<file path="src/rtl/uart_tx_frame_counter.sv">
// Bit-position sequencer for the UART TX path: START, DATA, optional PARITY, 1/2 STOP.
// Optional abort input is enabled by defining UART_TX_FRAME_CNT_ABORT_EN.
module uart_tx_frame_counter #(
  parameter  int MAX_DATA_BITS = 9,
  localparam int LEN_W         = $clog2(MAX_DATA_BITS + 1),
  localparam int IDX_W         = $clog2(MAX_DATA_BITS)
) (
  input  logic             CLK,
  input  logic             RST,
  input  logic             EN,
  input  logic             tx_en,
  input  logic             start,
  input  logic             ParEN,
  input  logic             StopSel,
  input  logic [LEN_W-1:0] DataLen,
`ifdef UART_TX_FRAME_CNT_ABORT_EN
  input  logic             abort,
`endif
  output logic [2:0]       phase,
  output logic [IDX_W-1:0] bit_idx,
  output logic             Busy,
  output logic             Done
);

  typedef enum logic [2:0] {
    PH_IDLE   = 3'd0,
    PH_START  = 3'd1,
    PH_DATA   = 3'd2,
    PH_PARITY = 3'd3,
    PH_STOP   = 3'd4
  } phase_t;

  localparam logic [LEN_W-1:0] MIN_LEN = LEN_W'(5);
  localparam logic [LEN_W-1:0] MAX_LEN = LEN_W'(MAX_DATA_BITS);

  function automatic logic [LEN_W-1:0] clamp_len(input logic [LEN_W-1:0] len);
    if (len < MIN_LEN)
      clamp_len = MIN_LEN;
    else if (len > MAX_LEN)
      clamp_len = MAX_LEN;
    else
      clamp_len = len;
  endfunction

  phase_t             phase_q;
  logic               par_q;
  logic               stop2_q;
  logic [LEN_W-1:0]   len_q;
  logic [IDX_W-1:0]   last_idx;
  logic               tick;

  assign tick     = EN & tx_en;
  // len_q is always >= 5 after latching, so len_q-1 fits the index width
  assign last_idx = IDX_W'(len_q - 1'b1);
  assign phase    = phase_q;

  always_ff @(posedge CLK or negedge RST) begin
    if (!RST) begin
      phase_q <= PH_IDLE;
      bit_idx <= '0;
      Busy    <= 1'b0;
      Done    <= 1'b0;
      par_q   <= 1'b0;
      stop2_q <= 1'b0;
      len_q   <= '0;
    end else begin
      Done <= 1'b0;
      if (phase_q == PH_IDLE) begin
        // leaving IDLE needs no baud tick; config is frozen for the whole frame
        if (start) begin
          par_q   <= ParEN;
          stop2_q <= StopSel;
          len_q   <= clamp_len(DataLen);
          phase_q <= PH_START;
          bit_idx <= '0;
          Busy    <= 1'b1;
        end
      end
`ifdef UART_TX_FRAME_CNT_ABORT_EN
      else if (abort) begin
        phase_q <= PH_IDLE;
        bit_idx <= '0;
        Busy    <= 1'b0;
      end
`endif
      else if (tick) begin
        case (phase_q)
          PH_START: begin
            phase_q <= PH_DATA;
            bit_idx <= '0;
          end
          PH_DATA: begin
            if (bit_idx == last_idx) begin
              bit_idx <= '0;
              phase_q <= par_q ? PH_PARITY : PH_STOP;
            end else begin
              bit_idx <= bit_idx + 1'b1;
            end
          end
          PH_PARITY: begin
            phase_q <= PH_STOP;
            bit_idx <= '0;
          end
          PH_STOP: begin
            if (stop2_q && (bit_idx == '0)) begin
              bit_idx <= IDX_W'(1);
            end else begin
              phase_q <= PH_IDLE;
              bit_idx <= '0;
              Busy    <= 1'b0;
              Done    <= 1'b1;
            end
          end
          default: begin
            phase_q <= PH_IDLE;
            bit_idx <= '0;
            Busy    <= 1'b0;
          end
        endcase
      end
    end
  end

endmodule

</file>
<file path="config.mk">
export PLATFORM = sky130hd
export DESIGN_NAME = uart_tx_frame_counter
export DESIGN_NICKNAME = d
export VERILOG_FILES = /design/src/rtl/uart_tx_frame_counter.sv
export SDC_FILE = /design/constraint.sdc
export NUM_CORES = 1
export LEC_CHECK = 0
export BUFFER_PORTS_ARGS = -buffer_cell sky130_fd_sc_hd__buf_4
export CORE_UTILIZATION = 51
export CTS_CLUSTER_SIZE = 24
export DETAILED_ROUTE_END_ITERATION = 16
export PLACE_DENSITY = 0.76
export SLEW_MARGIN = 20
export SYNTH_ARGS = -nofsm -noshare
export SYNTH_HDL_FRONTEND = slang
export SYNTH_SLANG_ARGS = --single-unit
export TNS_END_PERCENT = 5
</file>
<file path="constraint.sdc">
create_clock -name CLK -period 2.3 [get_ports CLK]
set_input_delay 0.345 -clock CLK [delete_from_list [all_inputs] [get_ports CLK]]
set_output_delay 0.345 -clock CLK [all_outputs]
set_load 0.005 [all_outputs]
</file>
==> results summary, run 1 <==
The run finished, with violations left. The checks that failed: design-rule violations. The internal power contribution is 0.7457 mW. The final sum of negative setup slack came out at 0 ps. The number of global-route vias before repair came out at 669. The final weighted congestion in routability-driven placement is 0.7760. The maximum root-to-sink buffer count is 2. The number of search-and-repair iterations in the first detailed-routing pass is 10. The clock latency of the later-clocked register in the worst-skew pair is 280 ps. Of the total power, the share spent switching nets is 0.4062. The total half-perimeter wirelength after legalization and detailed placement came out at 1.275 mm. In the final layout, the share of cells above drive strength 1 is 0.2435. The leakage power of the design came out at 0.4927 nW. The endpoint required time on the critical path is 2490 ps.

The routing usage on met3 is 0.03750. The arrival time of the worst setup path came out at 2210 ps. The number of resized instances in the post-cts repair step is 0. The number of instances in the synthesized netlist is 93.

On the final layout, the worst hold slack is 245.0 ps. In the synthesized netlist the dominant register cell turns out to be sky130_fd_sc_hd__dfrtp_1. The share of total power dissipated in the clock network is 0.116. The maximum fanout count along the critical path came out at 6. The total power density per cell area is 1185 nW/µm².

The clock slew seen by the registers of the worst setup and hold paths came out at 80 ps. The launching element of the worst setup path is len_q[0]. VDD sags by at most 0.7701 mV.

The delay of the slowest cell on the worst path is 490 ps. The layer flagged by global routing as most heavily used is met2. The repair_antennas step left the layout with diodes totalling 0. By startpoint and endpoint, the worst setup path is classified as flop to flop. The site row count is 14. The worst slew margin relative to its limit is 0.6791. The die boundary width is 43.56 µm.

The signal on the critical path passes through inv_1 -> ha_1 -> xor2_1 -> nand2_1 -> o311ai_2 -> nand2b_1 -> o31ai_1. Counting flops with a built-in enable in the synthesized netlist gives 0. Each instance of the synthesized netlist takes up on average 9.471 µm². For this run, the number of Yosys warnings is 0. The share of total power dissipated in combinational logic is 0.474. Wires add up to 1.686 mm. In this run the most critical hold path is launched from DataLen[3]. The total chip power came out at 1.256 mW. The number of DRC violations after detailed routing is 4. The category of the worst setup path launch point is a flop. The number of buffers added by the clock tree synthesis step is 3. The die area came out at 1897 µm². Setup repair after global routing left no endpoint under its margin. The post-synthesis instance area came out at 880.8 µm². Leaving out fill and tap cells, the most frequent cells in the layout are sky130_fd_sc_hd__buf_4 (20), sky130_fd_sc_hd__dfrtp_1 (15), sky130_fd_sc_hd__nand2_1 (12), sky130_fd_sc_hd__inv_1 (7), sky130_fd_sc_hd__a21oi_1 (7). The final hold violation count is 0. The CTS sink count is 15.

The post-detailed-route via-to-cell ratio is 5.626. The final period demand of the worst path is 2013 ps. The wire length of the first global-routing pass came out at 2.960 mm. The share of the Yosys chip area taken by registers is 0.4261. The largest net degree at the start of global routing came out at 16.

The slew at the pin closest to its max-slew limit is 480.6 ps. The share of the clock period used by the worst path is 0.8753. The first routing iteration left 12 violations.

The global routing usage on met1 is 0.2695. The maximum operating frequency is 496.7 MHz. The max-cap violation count is 0. The count of input and output buffers is 19. The portion of total power attributed to sequential cells is 0.410. The highest-delay cell along the critical path is sky130_fd_sc_hd__o311ai_2. The total count of max-transition violations in the final report is 0. CTS placed an instance of sky130_fd_sc_hd__clkbuf_4 at the clock tree root. The total number of vias came out at 737.

The final layout contains 130 nets. The number of synthesized register bits came out at 15. For met2 alone, demand over resource in global routing was 0.3552. The source of the worst register-to-register timing path is len_q[0].

The global-route usage over all layers is 0.2156. The number of hold buffers added after CTS was 1. The net switching power figure came out at 0.5100 mW. The area of the core is 1559 µm².

The vertical die dimension is 43.56 µm. The layout overhead on the synthesized area is 20.31%. The number of nets still failing antenna checks after routing came out at 0.

The initial antenna violation count came to 0. The initial core utilization is 0.5650. Leaving out fill and tap cells, the most frequent cell in the layout is sky130_fd_sc_hd__buf_4. Across the routed clock network, the largest skew measured is 5.010 ps. After detailed routing, the average wire length per cell comes to 12.87 µm. Post-CTS timing repair inserted 0 buffers for setup.

The class of the tightest hold or removal check is input pin to flop. The final setup violation count is 0. The boundary pin count is 20.

The capturing element type of the critical path is a flop. TritonCTS built the clock tree. For this run, asynchronously set or reset flops after synthesis account for 1.000.

The total number of H-tree levels is 1. The leftover overflow at the end of global routing came out at 0. The post-synthesis net count is 107. Synthesis instantiated 28 different standard cells from the library.
## power by group through the flow
stage	sequential (mW)	clock (mW)	combinational [mW]
2_1_floorplan	0.456	0	0.490
3_3_place_gp	0.514	0	0.568
3_5_place_dp	0.522	0	0.587
4_1_cts	0.517	0.154	0.603
5_1_grt	0.536	0.163	0.670
6_report	0.515	0.146	0.595
## through the flow
step | instances | setup WS [ps] | util | instance area [µm²]
4_1_cts | 131 | 278.4 | 0.6798 | 1060
5_1_grt | 131 | 120.4 | 0.6798 | 1060
2_1_floorplan | 93 | 510.6 | - | 880.8
3_5_place_dp | 126 | 338.9 | 0.6565 | 1023
3_3_place_gp | 126 | 433.6 | 0.6565 | 1023
6_report | 131 | 286.8 | 0.6798 | 1060
## final timing paths
| check | depth (start not counted) | slack (ps) | to |
|---|---|---|---|
| min in group asynchronous | 2 | 450 | Busy |
| hold / removal | 2 | 240 | len_q[2] |
| max in group asynchronous | 2 | 1680 | bit_idx[2] |
| setup reg to reg | 7 | 290 | phase[2] |
| hold reg to reg | 2 | 510 | Busy |
| setup / recovery | 7 | 290 | phase[2] |
## layout make-up
cell class	instances	area, µm²
Clock buffer	4	26.28
Fill cell	138	499.2
Inverter	7	26.28
Multi-Input combinational cell	68	451.7
Sequential cell	15	375.4
Tap cell	16	20.02
Timing Repair Buffer	21	160.2
## cell usage after synthesis (2+ instances only)
cell	instances	area (µm²)
sky130_fd_sc_hd__nor3_1	2	10.01
sky130_fd_sc_hd__o21ai_0	5	25.02
sky130_fd_sc_hd__ha_1	3	37.54
sky130_fd_sc_hd__nand2_1	12	45.04
sky130_fd_sc_hd__inv_1	7	26.28
sky130_fd_sc_hd__xor2_1	2	17.52
sky130_fd_sc_hd__buf_6	2	22.52
sky130_fd_sc_hd__o31ai_1	3	22.52
sky130_fd_sc_hd__nand2b_1	3	18.77
sky130_fd_sc_hd__mux2_2	2	22.52
sky130_fd_sc_hd__nand3_1	3	15.01
sky130_fd_sc_hd__dfrtp_1	15	375.4
sky130_fd_sc_hd__or3_1	3	18.77
sky130_fd_sc_hd__a21o_1	2	15.01
sky130_fd_sc_hd__a21oi_1	7	35.03
sky130_fd_sc_hd__nor2_1	6	22.52
sky130_fd_sc_hd__xnor2_1	5	43.79
## worst max-delay path, delay by kind of cell, from the launching register on
kind	cells	cell delay [ps]
DFF	1	400
buffers and inverters	1	80
AOI/OAI and AO/OA	2	740
and+or+nand+nor	2	240
adders and majority gates	1	310
xor gates and xnor gates	1	170
## cells by family (layout without fill, tap and decap cells)
group | Yosys count | in the layout | share of synthesized area
xor gates and xnor gates | 7 | 7 | 0.06960
and+or+nand+nor | 33 | 33 | 0.1989
buffers and inverters | 10 | 32 | 0.06108
AOI/OAI and AO/OA | 22 | 22 | 0.1648
DFF | 15 | 15 | 0.4261
muxes | 3 | 3 | 0.03693
adders and majority gates | 3 | 3 | 0.04262
## layer usage
metal | share of wire | wire (µm)
met4 | 0.015 | 25
met5 | 0 | 0
met2 | 0.50 | 849
met1 | 0.43 | 733
met3 | 0.046 | 77
## sequential cells by signal, indices dropped and copies added (netlist names)
signal / cells
Busy: 1
Done: 1
bit_idx: 4
len_q: 4
par_q: 1
phase: 3
stop2_q: 1
Note: power is estimated with default switching activity, not from simulation.
==> run 2: changes to the inputs <==
--- a/config.mk
+++ b/config.mk
@@ -9,7 +9,7 @@
 export CORE_UTILIZATION = 51
 export CTS_CLUSTER_SIZE = 24
 export DETAILED_ROUTE_END_ITERATION = 16
-export PLACE_DENSITY = 0.76
+export PLACE_DENSITY = 0.72
 export SLEW_MARGIN = 20
 export SYNTH_ARGS = -nofsm -noshare
 export SYNTH_HDL_FRONTEND = slang
==> results summary, run 2 (synthesis gave the netlist of run 1 again) <==
The number of DRC violations after detailed routing came to 4 (unchanged). The post-detailed-route via-to-cell ratio is 5.725 (+1.8%). The signal on the critical path passes through inv_1 -> ha_1 -> xor2_1 -> nand2_1 -> o311ai_2 -> o22ai_1 -> a22o_1. The number of nets at the end of the flow came out at 130 (unchanged). The worst hold path belongs to the class input pin to flop. The final setup violation count came to 0 (unchanged). The maximum fanout count along the critical path came out at 6 (unchanged).

The clock group share of total power came out at 0.118 (+0.002). The vertical die dimension came out at 43.56 µm (unchanged). The global-route usage over all layers was 0.2191 (+0.003506). The clock latency of the later-clocked register in the worst-skew pair came out at 280 ps (about the same). The internal power contribution came to 0.7430 mW (-0.36%). The max-cap violation count came out at 0 (unchanged). The boundary pin count is 20 (unchanged). The arrival time of the worst setup path came to 2120 ps (-90 ps). The endpoint required time on the critical path came to 2470 ps (-20 ps). The share of layout cells above drive strength 1 is 0.2435 (unchanged). The area of the core is 1559 µm² (unchanged).

The wire length of the first global-routing pass came out at 3.022 mm (+2.1%). The count of input and output buffers came out at 19 (unchanged). The worst slew margin relative to its limit was 0.6905 (+0.01138). In the layout the commonest cells are sky130_fd_sc_hd__buf_4 (20), sky130_fd_sc_hd__dfrtp_1 (15), sky130_fd_sc_hd__nand2_1 (12), sky130_fd_sc_hd__inv_1 (7), sky130_fd_sc_hd__a21oi_1 (7).

The total power density per cell area is 1179 nW/µm² (-0.51%). The leftover overflow at the end of global routing came to 0 (unchanged). The clock tree from TritonCTS is yes. The area of the multi-input gates is 451.7 µm² (unchanged). The site row count came out at 14 (unchanged). The violation count after the first detailed-route iteration was 17 (+5). By startpoint and endpoint, the worst setup path is classified as flop to flop.

On the critical path, the stage with the largest delay is an instance of sky130_fd_sc_hd__o311ai_2. The run finished, with violations left. The worst clock skew came to 1.960 ps (-3.050 ps).

STA classifies the critical path startpoint as a flop. The maximum root-to-sink buffer count is 2 (unchanged). The per-cell routed wire length came out at 12.89 µm (+0.12%). The clock slew seen by the registers of the worst setup and hold paths is 90 ps (about the same).

The final sum of negative setup slack came out at 0 ps (unchanged). The layout overhead on the synthesized area came out at 20.31% (unchanged). CTS placed an instance of sky130_fd_sc_hd__clkbuf_4 at the clock tree root. The number of global-route vias before repair came to 727 (+8.7%).

The number of search-and-repair iterations in the first detailed-routing pass is 10 (unchanged). The final reports fail on design-rule violations. The number of buffer and inverter instances along the worst setup path is 1 (unchanged). The share of the clock period used by the worst path came to 0.8456 (-0.02973). The leakage power of the design came out at 0.4927 nW (unchanged). The sequential standard cell area came out at 375.4 µm² (unchanged). The final period demand of the worst path is 1945 ps (-68.38 ps). The die area came out at 1897 µm² (unchanged). The delay of the slowest cell on the worst path was 470 ps (-20 ps). The total count of max-transition violations in the final report is 0 (unchanged). The number of buffers added by the clock tree synthesis step came out at 3 (unchanged). The worst supply voltage drop on vdd was 0.6423 mV (-17%).

The number of filler instances in the final layout came to 124 (-10%). The number of nets still failing antenna checks after routing was 0 (unchanged). The slew at the pin closest to its max-slew limit is 463.5 ps (-17.05 ps). The net switching power figure came out at 0.5063 mW (-0.73%). The final antenna diode count came out at 0 (unchanged). The initial antenna violation count is 0 (unchanged). The final weighted congestion in routability-driven placement is 0.8195 (+5.6%).

The post-route worst hold slack came out at 250.0 ps (+5.032 ps). The initial core utilization is 0.5650 (unchanged). The buffer count from post-CTS setup fixing came out at 0 (unchanged). The CTS sink count is 15 (unchanged).

The maximum operating frequency is 514.2 MHz (+3.5%). Setup repair after global routing left no endpoint under its margin. The die boundary width came out at 43.56 µm (unchanged).

The portion of total power attributed to sequential cells was 0.409 (about the same). The total number of H-tree levels was 1 (unchanged). The total half-perimeter wirelength after legalization and detailed placement is 1.284 mm (+0.75%). The net switching share of the total power is 0.4053 (-0.0008976). The total detailed-routing wirelength is 1.688 mm (+0.12%). The dominant delay contributor by cell family on the critical path is compound AO/OA/AOI/OAI gates. The part of the power in combinational logic came out at 0.473 (about the same). The final hold violation count came out at 0 (unchanged).

The worst setup path is captured at a flop. The total number of vias is 750 (+1.8%). The largest net degree at the start of global routing is 16 (unchanged).

The most common cell after layout, fill and taps aside is sky130_fd_sc_hd__buf_4.
[run 2: cell counts in the layout (fill, tap and decap cells not counted)]
No cell type changed its count.
[run 2: final cells by class]
| class | count | area share |
|---|---|---|
| inverter | 7 | 0.02479 |
| sequential | 15 | 0.3542 |
| clock buffer | 4 | 0.02479 |
| timing repair buffer | 21 | 0.1511 |
| multi-input combinational | 68 | 0.4262 |
| tap | 16 | 0.01889 |
[run 2: per-stage QoR]
stage	setup WS [ps]	cell area [µm²]	utilization	power, mW	instances
floorplan	510.6	880.8	-	0.9460	93
global placement	420.3	1023	0.6565	1.083	126
detailed placement	352.9	1023	0.6565	1.108	126
CTS	325.6	1060	0.6798	1.261	131
global route	145.6	1060	0.6798	1.368	131
finish	355.2	1060	0.6798	1.249	131
[run 2: worst paths after layout]
kind	to	start	slack [ps]	depth (start not counted)
worst max-delay path	bit_idx[0]	len_q[0]	360	7
worst min-delay path	len_q[2]	DataLen[3]	250	2
worst max register to register	bit_idx[0]	len_q[0]	360	7
worst min register to register	stop2_q	stop2_q	520	1
max in group asynchronous	stop2_q	RST	1670	2
min in group asynchronous	Done	RST	450	2
[run 2: power by group through the flow]
stage	registers, mW	logic (mW)	clock network, mW
floorplan	0.456	0.490	0
CTS	0.510	0.597	0.153
global route	0.532	0.670	0.166
detailed placement	0.515	0.594	0
finish	0.511	0.591	0.147
global placement	0.514	0.570	0
[run 2: metal layers]
metal  routed length, µm  share of wire  GRT usage
met1                 728           0.43     0.2722
met2                 841           0.50     0.3731
met3                 100          0.059    0.03750
met4                  17          0.010    0.09375
met5                   0              0          0
[run 2: timing repair]
action | CTS | global route
hold endpoints to repair | 15 | 0
resized for setup | 0 | 0
hold buffers | 1 | 0
